## config.mk

```make
export PLATFORM = sky130hd
export DESIGN_NAME = ifmap_byte_fifo
export DESIGN_NICKNAME = d
export VERILOG_FILES = /design/src/rtl/ifmap_fifo_pkg.sv /design/src/rtl/ifmap_byte_fifo.sv
export SDC_FILE = /design/constraint.sdc
export NUM_CORES = 1
export LEC_CHECK = 0
export ABC_AREA = 0
export CAP_MARGIN = 5
export CELL_PAD_IN_SITES_DETAIL_PLACEMENT = 1
export CELL_PAD_IN_SITES_GLOBAL_PLACEMENT = 2
export CORE_ASPECT_RATIO = 0.7
export CORE_MARGIN = 2
export CORE_UTILIZATION = 39
export DETAILED_ROUTE_END_ITERATION = 8
export PLACE_DENSITY = 0.8
export SETUP_SLACK_MARGIN = 0.1
export SLEW_MARGIN = 10
export SYNTH_ARGS = -nofsm -noshare
export SYNTH_HDL_FRONTEND = slang
export SYNTH_SLANG_ARGS = --single-unit
```

## constraint.sdc

```tcl
create_clock -name clk -period 6.1 [get_ports clk]
set_input_delay 0.61 -clock clk [delete_from_list [all_inputs] [get_ports clk]]
set_output_delay 0.61 -clock clk [all_outputs]
set_load 0.02 [all_outputs]
```

## src/rtl/ifmap_fifo_pkg.sv

```systemverilog
`default_nettype none
// ============================================================================
// Module      : ifmap_fifo_pkg
// Description : Constants shared by the ifmap FIFO controller and the
//               byte-granular ifmap FIFO (push-mode encoding, word size).
// Revision    : 1.0  initial release
// ============================================================================
package ifmap_fifo_pkg;

    // Push-mode encoding used on push_mod by both controller and FIFO
    localparam logic PUSH_BYTE = 1'b0;
    localparam logic PUSH_WORD = 1'b1;

    // Number of bytes carried by a word push
    localparam int WORD_BYTES = 4;

    // Bytes consumed by one push of the given mode
    function automatic logic [2:0] push_bytes(input logic mode);
        return (mode == PUSH_WORD) ? 3'd4 : 3'd1;
    endfunction

endpackage : ifmap_fifo_pkg
`default_nettype wire

```

## src/rtl/ifmap_byte_fifo.sv

```systemverilog
`default_nettype none
// ============================================================================
// Module      : ifmap_byte_fifo
// Description : Byte-granular ifmap FIFO. Accepts a byte or a 4-byte
//               little-endian word per push, delivers one show-ahead byte
//               per pop, reports level flags and sticky over/underflow.
// Revision    : 1.0  initial release
// ============================================================================
module ifmap_byte_fifo
    import ifmap_fifo_pkg::*;
#(
    parameter int DEPTH = 16,
    parameter int CNT_W = $clog2(DEPTH) + 1
) (
    input  logic             clk,
    input  logic             rst,
    input  logic             fifo_reset_i,
    input  logic             push_i,
    input  logic             push_mod_i,
    input  logic [31:0]      push_data_i,
    input  logic             pop_i,
    output logic [7:0]       pop_data_o,
    output logic             full_o,
    output logic             almost_full_o,
    output logic             empty_o,
    output logic [CNT_W-1:0] count_o,
    output logic             overflow_o,
    output logic             underflow_o
);

    localparam int PTR_W = $clog2(DEPTH);
    localparam logic [CNT_W-1:0] C_DEPTH = CNT_W'(DEPTH);
    localparam logic [CNT_W-1:0] C_WORD  = CNT_W'(WORD_BYTES);

    logic [7:0]       r_mem [DEPTH];
    logic [PTR_W-1:0] r_wp;
    logic [PTR_W-1:0] r_rp;
    logic [CNT_W-1:0] r_count;
    logic             r_overflow;
    logic             r_underflow;

    logic [CNT_W-1:0] w_push_n;
    logic [CNT_W-1:0] w_free;
    logic             w_push_ok;
    logic             w_pop_ok;
    logic [CNT_W-1:0] w_add;
    logic [CNT_W-1:0] w_sub;
    logic [PTR_W-1:0] w_addr     [WORD_BYTES];
    logic [7:0]       w_lane_dat [WORD_BYTES];
    logic             w_lane_en  [WORD_BYTES];

    // Acceptance decisions use the registered count only; a same-cycle pop
    // never makes room for a push.
    always_comb begin
        w_push_n  = CNT_W'(push_bytes(push_mod_i));
        w_free    = C_DEPTH - r_count;
        w_push_ok = push_i && (w_free >= w_push_n);
        w_pop_ok  = pop_i && (r_count != '0);
        w_add     = w_push_ok ? w_push_n : '0;
        w_sub     = w_pop_ok ? CNT_W'(1) : '0;
    end

    // Four write lanes; lane k targets wp+k modulo DEPTH (pointer wrap is
    // natural in PTR_W bits). Lanes 1..3 are only used by word pushes.
    generate
        for (genvar k = 0; k < WORD_BYTES; k++) begin : g_lane
            assign w_addr[k]     = r_wp + PTR_W'(k);
            assign w_lane_dat[k] = push_data_i[8*k +: 8];
            assign w_lane_en[k]  = w_push_ok && ((k == 0) || (push_mod_i == PUSH_WORD));
        end
    endgenerate

    // Storage array: cleared only by the hard reset, untouched by fifo_reset_i
    always_ff @(posedge clk or posedge rst) begin
        if (rst) begin
            for (int i = 0; i < DEPTH; i++) begin
                r_mem[i] <= '0;
            end
        end else if (!fifo_reset_i) begin
            for (int k = 0; k < WORD_BYTES; k++) begin
                if (w_lane_en[k]) begin
                    r_mem[w_addr[k]] <= w_lane_dat[k];
                end
            end
        end
    end

    // Pointers, fill count and sticky error flags
    always_ff @(posedge clk or posedge rst) begin
        if (rst) begin
            r_wp        <= '0;
            r_rp        <= '0;
            r_count     <= '0;
            r_overflow  <= 1'b0;
            r_underflow <= 1'b0;
        end else if (fifo_reset_i) begin
            r_wp        <= '0;
            r_rp        <= '0;
            r_count     <= '0;
            r_overflow  <= 1'b0;
            r_underflow <= 1'b0;
        end else begin
            if (w_push_ok) begin
                r_wp <= r_wp + PTR_W'(w_push_n);
            end
            if (w_pop_ok) begin
                r_rp <= r_rp + PTR_W'(1);
            end
            r_count <= r_count + w_add - w_sub;
            if (push_i && !w_push_ok) begin
                r_overflow <= 1'b1;
            end
            if (pop_i && !w_pop_ok) begin
                r_underflow <= 1'b1;
            end
        end
    end

    // Status outputs decoded from registered state only
    always_comb begin
        pop_data_o    = r_mem[r_rp];
        count_o       = r_count;
        full_o        = (r_count == C_DEPTH);
        empty_o       = (r_count == '0);
        almost_full_o = ((C_DEPTH - r_count) < C_WORD);
        overflow_o    = r_overflow;
        underflow_o   = r_underflow;
    end

endmodule : ifmap_byte_fifo
`default_nettype wire

```

# After elaboration in Yosys (flattened, before gate mapping)
# Index checks and enable logic that the tools add are counted.
# word_totals
regBits	143
word_cells	97
# op_classes
reduce_logical	17
eq_ne	1
mux	34
order_cmp	11
add_sub_neg	8
bitwise_logic	5
# op_table
operator	count
$mux 128	7
$bwmux 128	4
$demux 8 s4	4
$mux 8	6
$bmux 8 s4	1
$ge 5x5->1 const B	5
$not 4->5	5
$lt 5x1->1 const B	4
$mux 4	4
$logic_and 1x1->1	9
$add 4x1->4 const B	2
$add 4x2->4 const B	2
$reduce_bool 2->1	4
$mux 3	2
$add 5x3->5	1
$eq 5x5->1 const B	1
$ge 5x3->1	1
$logic_not 5->1	1
$lt 5x3->1 const B	1
$mux 1	5
$mux 5	1
$reduce_bool 5->1	1
$sub 5x1->5	1
$sub 5x5->5 const A	1
2 further kinds	3

# Longest topological paths before layout
# Gate-level depths: netlist of run 1.
# logic_depth
depth_word	16
depth_mapped	22

# Worst setup path after synthesis of run 1
# OpenSTA, ideal clock, no wires.
# synth_timing
path_type	register -> register
start	reg r_count[1], in the netlist count_o[1]
end	reg r_count[4], in the netlist count_o[4]
path_stages_with_launch	23
setup_time_ns	0.132
path_slack_ns	1.964
arrival_ns	4.004
n_path_buf	4
synth_period_minus_slack_ns	4.136
path_cell_list	dfrtp_1 -> inv_1 -> ha_1 -> and3_1 -> ha_1 -> nor2b_1 -> mux2_2 -> buf_4 -> buf_4 -> nand2_1 -> buf_2 -> buf_1 -> nand3_1 -> ha_1 -> inv_1 -> ha_1 -> inv_1 -> fa_1 -> inv_1 -> a21o_1 -> a21oi_1 -> xnor2_1 -> nor2_1
# synth_via
elab_chain_cells	7
word_cells_on_any_way	10
classes_between	add/sub: 3; order compare: 1; mux: 3; reduce/logical: 3
# synth_rtl
element	line_no	source
start, declared	ifmap_byte_fifo.sv:38	logic [CNT_W-1:0] r_count;
start signal, assigned	ifmap_byte_fifo.sv:109	r_count <= r_count + w_add - w_sub;
$sub 5x5->5	ifmap_byte_fifo.sv:56	w_free = C_DEPTH - r_count;
$ge 5x3->1	ifmap_byte_fifo.sv:57	w_push_ok = push_i && (w_free >= w_push_n);
$logic_and 1x1->1	ifmap_byte_fifo.sv:57	
$mux 3	ifmap_byte_fifo.sv:59	w_add = w_push_ok ? w_push_n : '0;
$add 5x3->5	ifmap_byte_fifo.sv:109	
$sub 5x1->5 *	ifmap_byte_fifo.sv:109	
$mux 5 *	ifmap_byte_fifo.sv:96	end else if (fifo_reset_i) begin
# Every way passes the cells marked *; elsewhere a longest branch is shown, timed or not.
# A chain may end at the register's enable or synchronous reset.

# Worst setup path in the final report of run 1
# Ends and elaborated chain as after synthesis.

==> reports/metrics.yaml, run 1 <==
run_status:
  outcome: "complete, no violations"
global_routing:
  overflow: 0
  grt_max_degree: 116
  grt_first_pass_wirelength_um: 93600
  grt_usage_pct: 36.6
  antenna_found_initial: 1
  grt_pass1_vias: 13500
layout:
  antenna_cells: 0
  syn_to_final_growth_pct: 10.7
  final_area_sq_um: 14400
  final_common_cell: "dfrtp_1"
  nets: 1520
  num-fill-cells: 3757
  drive_above_1_share_pct: 14.4
  layout_common_cells: "dfrtp_1, nand2_1, nor2_1, a21oi_1, o221ai_1"
synthesis:
  netlist_instances: 1486
  synthArstFlopShare_pct: 100
  synth_seq_area_share_pct: 27.6
  synth_top_area_cell: "dfrtp_1"
  synth_cell_types: 87
  synth_area_per_cell_sq_um: 8.73
  synthTopCellsByArea: "dfrtp_1, mux4_2, o221ai_1"
  syn_area_sq_um: 13000
  synth_edf_count: 0
  netlist.area_leader.share_pct: 27.6
  synth_warnings: 0
  synthFlopType: "dfrtp_1"
  ys_seq_elements: 143
  synth_fp_nets: 1542
placed_design:
  place_congestion: 0.933
  io_buffers: 55
  pre_cts_ws_ns: 1.48
  hpwl_um: 42400
  dpl_cell_area_sq_um: 13800
timing:
  final_max_slew_viol_count: 0
  period_minus_slack_ns: 4.44
  hold_viol: 0
  clock_skew_ns: 0.0124
  finalSetupTns_ns: 0
  setup_viol: 0
  max_slew_margin_pct: 3.71
  tightestPinTransition_ns: 1.43
  rsz0062_at_grt: "false"
  final.period_utilization_pct: 72.7
  worst_slack_ns: 1.66
  fmax_mhz: 225
power:
  clockPowerShare_pct: 16.8
  p_switching_mw: 3.04
  p_total_mw: 6.22
  ir_drop_v: 0.000350
  power.share.sequential_pct: 28.3
  p_comb_share_pct: 54.9
  powerDensity_nw_per_um2: 433
  p_sw_share_pct: 48.9
  power.internal_mw: 3.18
  p_leak_nw: 5.48
setup_path:
  worst-r2r-setup-slack_ns: 1.66
  crit_type: "reg -> reg"
  timing.rr.start: "count_o[1]"
  cp_slowest_stage_delay_ns: 0.88
  r2r_cells: 16
  worstPathArrival_ns: 4.75
  worst-path-buf-inv: 3
  critPathSlowestCell: "mux2_2"
  path_common_cell: "ha_1"
  critPathLaunch: "count_o[1]"
  crit_path_start_kind: "flop"
  end_kind: "flop"
  r2r_end: "count_o[4]"
  required_ns: 6.42
  cp-endpoint: "count_o[4]"
  crit_chain: "inv_1, ha_1, and3_1, ha_1, nor2b_1, mux2_2, nand2_1, buf_4, nand2_1, ha_1, inv_1, ha_1, a21o_1, a21oi_1, xnor2_1, nor2_1"
  critPathMaxFanout: 39
  cpLargestDelayFamily: "adder cells"
  crit_cells: 16
die:
  die_height_um: 157
  fp-row-count: 55
  start_util_pct: 39.9
  fp.dieArea_sq_um: 34800
  ios: 56
  core_region_area_sq_um: 32600
  die-width_um: 222
drt:
  drt_first_iter_violations: 2184
  wirelength_um: 63500
  detail_route.wl_per_cell_um: 33.3
  drc: 0
  ant_nets: 0
  viasPerCell: 7.32
  drtPass1Iterations: 8
  vias: 13900
worst_hold_path:
  hold_depth: 2
  min_path_type: "reg -> reg"
clock_network:
  clkSinkCount: 143
  cts_max_path_buffers: 2
  holdBufCountCts: 0
  cts_tree: "done"
  cts_inserted_buffers: 17
  root_buffer: "clkbuf_16"
  cts-resized-gates: 0
  cts.clk_slew.worst_paths_ns: 0.07
  postCtsSetupRepairBufs: 0
  htree_levels: 4
  clk_latency_ns: 0.47
run:
  drv_cap: 0
==> state kept, by name (all words and copies together), names as in the netlist <==
name	flops
r_wp	4
count_o	5
overflow_o	1
r_rp	4
underflow_o	1
r_mem	128
==> through the flow <==
step | util, % | std cells | hold WS [ns]
after floorplan | - | 1486 | 0.461
after global placement | 42.5 | 1871 | 0.484
after detailed placement | 42.5 | 1871 | 0.485
after CTS | 44.1 | 1903 | 0.501
after global routing | 44.2 | 1904 | 0.547
final | 44.2 | 1904 | 0.494
==> cells in the mapped netlist, types with 6 or more instances <==
library cell,number
buf_4,7
a2bb2oi_1,7
a211o_1,33
a221oi_1,21
o31ai_1,11
or3_1,10
buf_2,29
o21ai_1,6
dfrtp_1,143
nor3_1,24
nand3_1,28
nor2b_1,32
nand2b_1,15
xnor2_1,8
a22oi_1,42
xor2_1,8
o21a_1,7
mux4_2,40
inv_1,31
o22a_1,13
nand2_1,129
o21ai_0,51
o211ai_1,26
mux2_2,38
nand4_1,8
a21oi_1,113
a31oi_1,29
mux2i_1,55
o221a_2,7
nor2_1,114
o221ai_1,70
a2111oi_0,11
o22ai_1,31
and2_1,17
o2bb2ai_1,16
buf_1,15
a22o_1,8
clkbuf_1,88
a211oi_1,29
and3_1,6
ha_1,17
==> worst reg2reg max path: stages (launching register included) <==
cell and delay (ns):
dfrtp_1 0.47, inv_1 0.11, ha_1 0.23, and3_1 0.19
ha_1 0.29, nor2b_1 0.29, mux2_2 0.88, nand2_1 0.20
buf_4 0.37, nand2_1 0.14, ha_1 0.23, inv_1 0.06
ha_1 0.26, a21o_1 0.20, a21oi_1 0.19, xnor2_1 0.14
nor2_1 0.05
==> cell families (layout without fill, tap and decap cells) <==
group	after synthesis	after routing	synth area share (%)
AOI/OAI and AO/OA	592	592	34.2
and+or+nand+nor	406	406	14.9
buffers and inverters	177	168	5.83
DFF	143	143	27.6
muxes	133	133	14.5
adders and majority gates	18	18	1.79
xor gates and xnor gates	17	17	1.21
==> worst min-delay path by stage <==
| stage | from | end |
|---|---|---|
| floorplan | r_mem[72] | r_mem[72] |
| global placement | r_mem[72] | r_mem[72] |
| finish | overflow_o | overflow_o |
| global route | overflow_o | overflow_o |
| CTS | overflow_o | overflow_o |
| detailed placement | overflow_o | overflow_o |
==> power groups by stage <==
stage | Sequential, mW | Clock (mW) | Combinational (mW)
global placement | 1.74 | 0 | 3.23
detailed placement | 1.75 | 0 | 3.31
floorplan | 1.51 | 0 | 2.41
finish | 1.76 | 1.04 | 3.41
global route | 1.79 | 1.08 | 3.59
CTS | 1.73 | 1.05 | 3.32
==> final cells by class <==
type	count	area (sq um)	share of cell area [%]
Clock inverter	4	26.3	0.183
Clock buffer	28	517	3.60
Sequential cell	143	3580	24.9
Inverter	34	133	0.923
Tap cell	427	534	3.72
Timing Repair Buffer	102	905	6.29
Multi-Input combinational cell	1166	8680	60.4
==> routing by layer <==
layer / vias up / wire [um] / track usage, %
li1: 5778 / - / -
met1: 7064 / 26900 / 51.0
met2: 951 / 25900 / 51.6
met3: 151 / 8590 / 12.8
met4: 2 / 2110 / 13.6
met5: - / 13 / 0
Note: power is estimated with default switching activity, not from simulation.
==> run 2, diff against run 1 <==
clock period = 4.35 ns   (was 6.1 ns; I/O delays follow)
==> run 2 against run 1 <==
Sequential share of layout area down 0.58 points. Sequential power up 39%. Register-to-register slack worse by 1.2 ns. First-iteration DRC count down 15%. Largest cell class unchanged.
==> reports/metrics.yaml, run 2 (synthesized netlist as in run 1, its figures left out) <==
clock_network:
  htree_levels: 4  # unchanged
  cts.clk_slew.worst_paths_ns: 0.07  # about the same
  cts_max_path_buffers: 2  # unchanged
  cts_inserted_buffers: 17  # unchanged
  clk_latency_ns: 0.47  # about the same
  postCtsSetupRepairBufs: 0  # unchanged
  cts-resized-gates: 0  # unchanged
  holdBufCountCts: 0  # unchanged
  cts_tree: "done"
  clkSinkCount: 143  # unchanged
  root_buffer: "clkbuf_16"
global_routing:
  grt_max_degree: 122  # +5.2%
  grt_usage_pct: 37.6  # +1.1 points
  antenna_found_initial: 3  # +2
  grt_first_pass_wirelength_um: 96300  # +3.0%
  overflow: 0  # unchanged
  grt_pass1_vias: 14000  # +3.9%
timing:
  max_slew_margin_pct: 15.4  # +12 points
  final_max_slew_viol_count: 0  # unchanged
  hold_viol: 0  # unchanged
  final.period_utilization_pct: 89.4  # +17 points
  clock_skew_ns: 0.0102  # -0.00222 ns
  setup_viol: 0  # unchanged
  whs_ns: 0.400  # -0.0946 ns
  fmax_mhz: 257  # +14%
  finalSetupTns_ns: 0  # unchanged
  worst_slack_ns: 0.462  # -1.20 ns
  tightestPinTransition_ns: 1.26  # -0.169 ns
  period_minus_slack_ns: 3.89  # -0.550 ns
  rsz0062_at_grt: "false"
die:
  core_region_area_sq_um: 32600  # unchanged
  die_height_um: 157  # unchanged
  die-width_um: 222  # unchanged
  fp-row-count: 55  # unchanged
  fp.dieArea_sq_um: 34800  # unchanged
  ios: 56  # unchanged
  start_util_pct: 39.9  # unchanged
layout:
  stdcell_count: 1944  # +2.1%
  nets: 1560  # +2.6%
  final_area_sq_um: 14700  # +2.4%
  drive_above_1_share_pct: 16.6  # +2.3 points
  largest_reg_flops: 128  # unchanged
  top_register: "r_mem"
  syn_to_final_growth_pct: 13.4
  final_common_cell: "dfrtp_1"
  layout_common_cells: "dfrtp_1, nand2_1, nor2_1, a21oi_1, buf_4"
power:
  power.share.sequential_pct: 27.7  # -0.6 points
  powerDensity_nw_per_um2: 599  # +38%
  p_leak_nw: 5.70  # +4.1%
  p_comb_share_pct: 55.5  # +0.6 points
  ir_drop_v: 0.000423  # +21%
  p_switching_mw: 4.24  # +39%
  clockPowerShare_pct: 16.7  # about the same
  power.internal_mw: 4.58  # +44%
  p_sw_share_pct: 48.1  # -0.82 points
placed_design:
  hpwl_um: 45400  # +7.1%
  dp.cells: 1912  # +2.2%
  place_congestion: 0.999  # +7.1%
  dpl_cell_area_sq_um: 14200  # +2.5%
  io_buffers: 55  # unchanged
  pre_cts_ws_ns: 0.586  # -0.892 ns
run:
  drv_cap: 0  # unchanged
drt:
  drtPass1Iterations: 6  # -2
  detail_route.wl_per_cell_um: 33.2  # -0.54%
  vias: 14100  # +1.0%
  wirelength_um: 64500  # +1.6%
  viasPerCell: 7.25  # -1.0%
  ant_nets: 0  # unchanged
  drc: 0  # unchanged
  drt_first_iter_violations: 1849  # -15%
setup_path:
  worstPathArrival_ns: 4.26  # -0.49 ns
  required_ns: 4.73  # -1.69 ns
  critPathMaxFanout: 22  # -44%
  crit_type: "reg -> reg"
  end_kind: "flop"
  crit_path_start_kind: "flop"
run_status:
  outcome: "complete, no violations"
worst_hold_path:
  min_path_type: "in -> reg"
run 2: changes by cell type in the layout (fill, tap and decap cells not counted), moves of 2 or more:
| cell | previous run | this run |
|---|---|---|
| buf_12 | 0 | 3 |
| buf_4 | 47 | 84 |
| clkbuf_8 | 5 | 3 |
| clkinv_2 | 2 | 4 |
run 2: worst paths after layout:
| kind | startpoint | cells past startpoint | to | slack, ns |
|---|---|---|---|---|
| setup / recovery | count_o[1] | 10 | r_mem[101] | 0.46 |
| hold / removal | fifo_reset_i | 3 | r_mem[62] | 0.40 |
| setup reg to reg | count_o[1] | 10 | r_mem[101] | 0.46 |
| hold reg to reg | r_mem[1] | 1 | r_mem[1] | 0.51 |
| max in group asynchronous | rst | 3 | r_rp[0] | 3.04 |
| min in group asynchronous | rst | 2 | r_mem[82] | 0.45 |
run 2: per-stage QoR:
stage | util, % | power [mW]
detailed placement | 43.5 | 7.17
global route | 45.2 | 9.19
CTS | 45.2 | 8.67
floorplan | - | 5.50
global placement | 43.5 | 7.04
finish | 45.2 | 8.82
run 2: area by class of cell:
| class | instances | area, sq um |
|---|---|---|
| Multi-Input combinational cell | 1166 | 8680 |
| Timing Repair Buffer | 142 | 1240 |
| Tap cell | 427 | 534 |
| Clock buffer | 25 | 485 |
| Sequential cell | 143 | 3580 |
| Antenna cell | 1 | 2.50 |
| Inverter | 34 | 131 |
| Clock inverter | 6 | 58.8 |
| Fill cell | 3772 | 17800 |
run 2: metal layers:
layer	share of wire [%]	wire length [um]	vias to the layer above	track usage [%]
met2	41	26200	922	53.1
met3	12	7980	176	12.0
met5	0.034	22	-	0
met4	4.5	2870	2	16.9
met1	42	27400	7129	52.2
li1	-	-	5861	-
run 2: power groups by stage:
stage                     combinational (mW)  clock (mW)  sequential, mW
after floorplan                         3.38           0            2.12
after detailed placement                4.75           0            2.42
after CTS                               4.78        1.48            2.41
final                                   4.90        1.48            2.44
after global routing                    5.17        1.53            2.49
after global placement                  4.65           0            2.39
run 2: worst max-delay path, stage by stage, from the launching register on:
cell      delay [ns]
dfrtp_1         0.47
inv_1           0.11
ha_1            0.24
xnor2_1         0.23
ha_1            0.29
or4b_4          0.18
o21a_2          0.58
o21ai_2         0.31
nor3_1          0.97
a221oi_1        0.25
o31ai_1         0.13
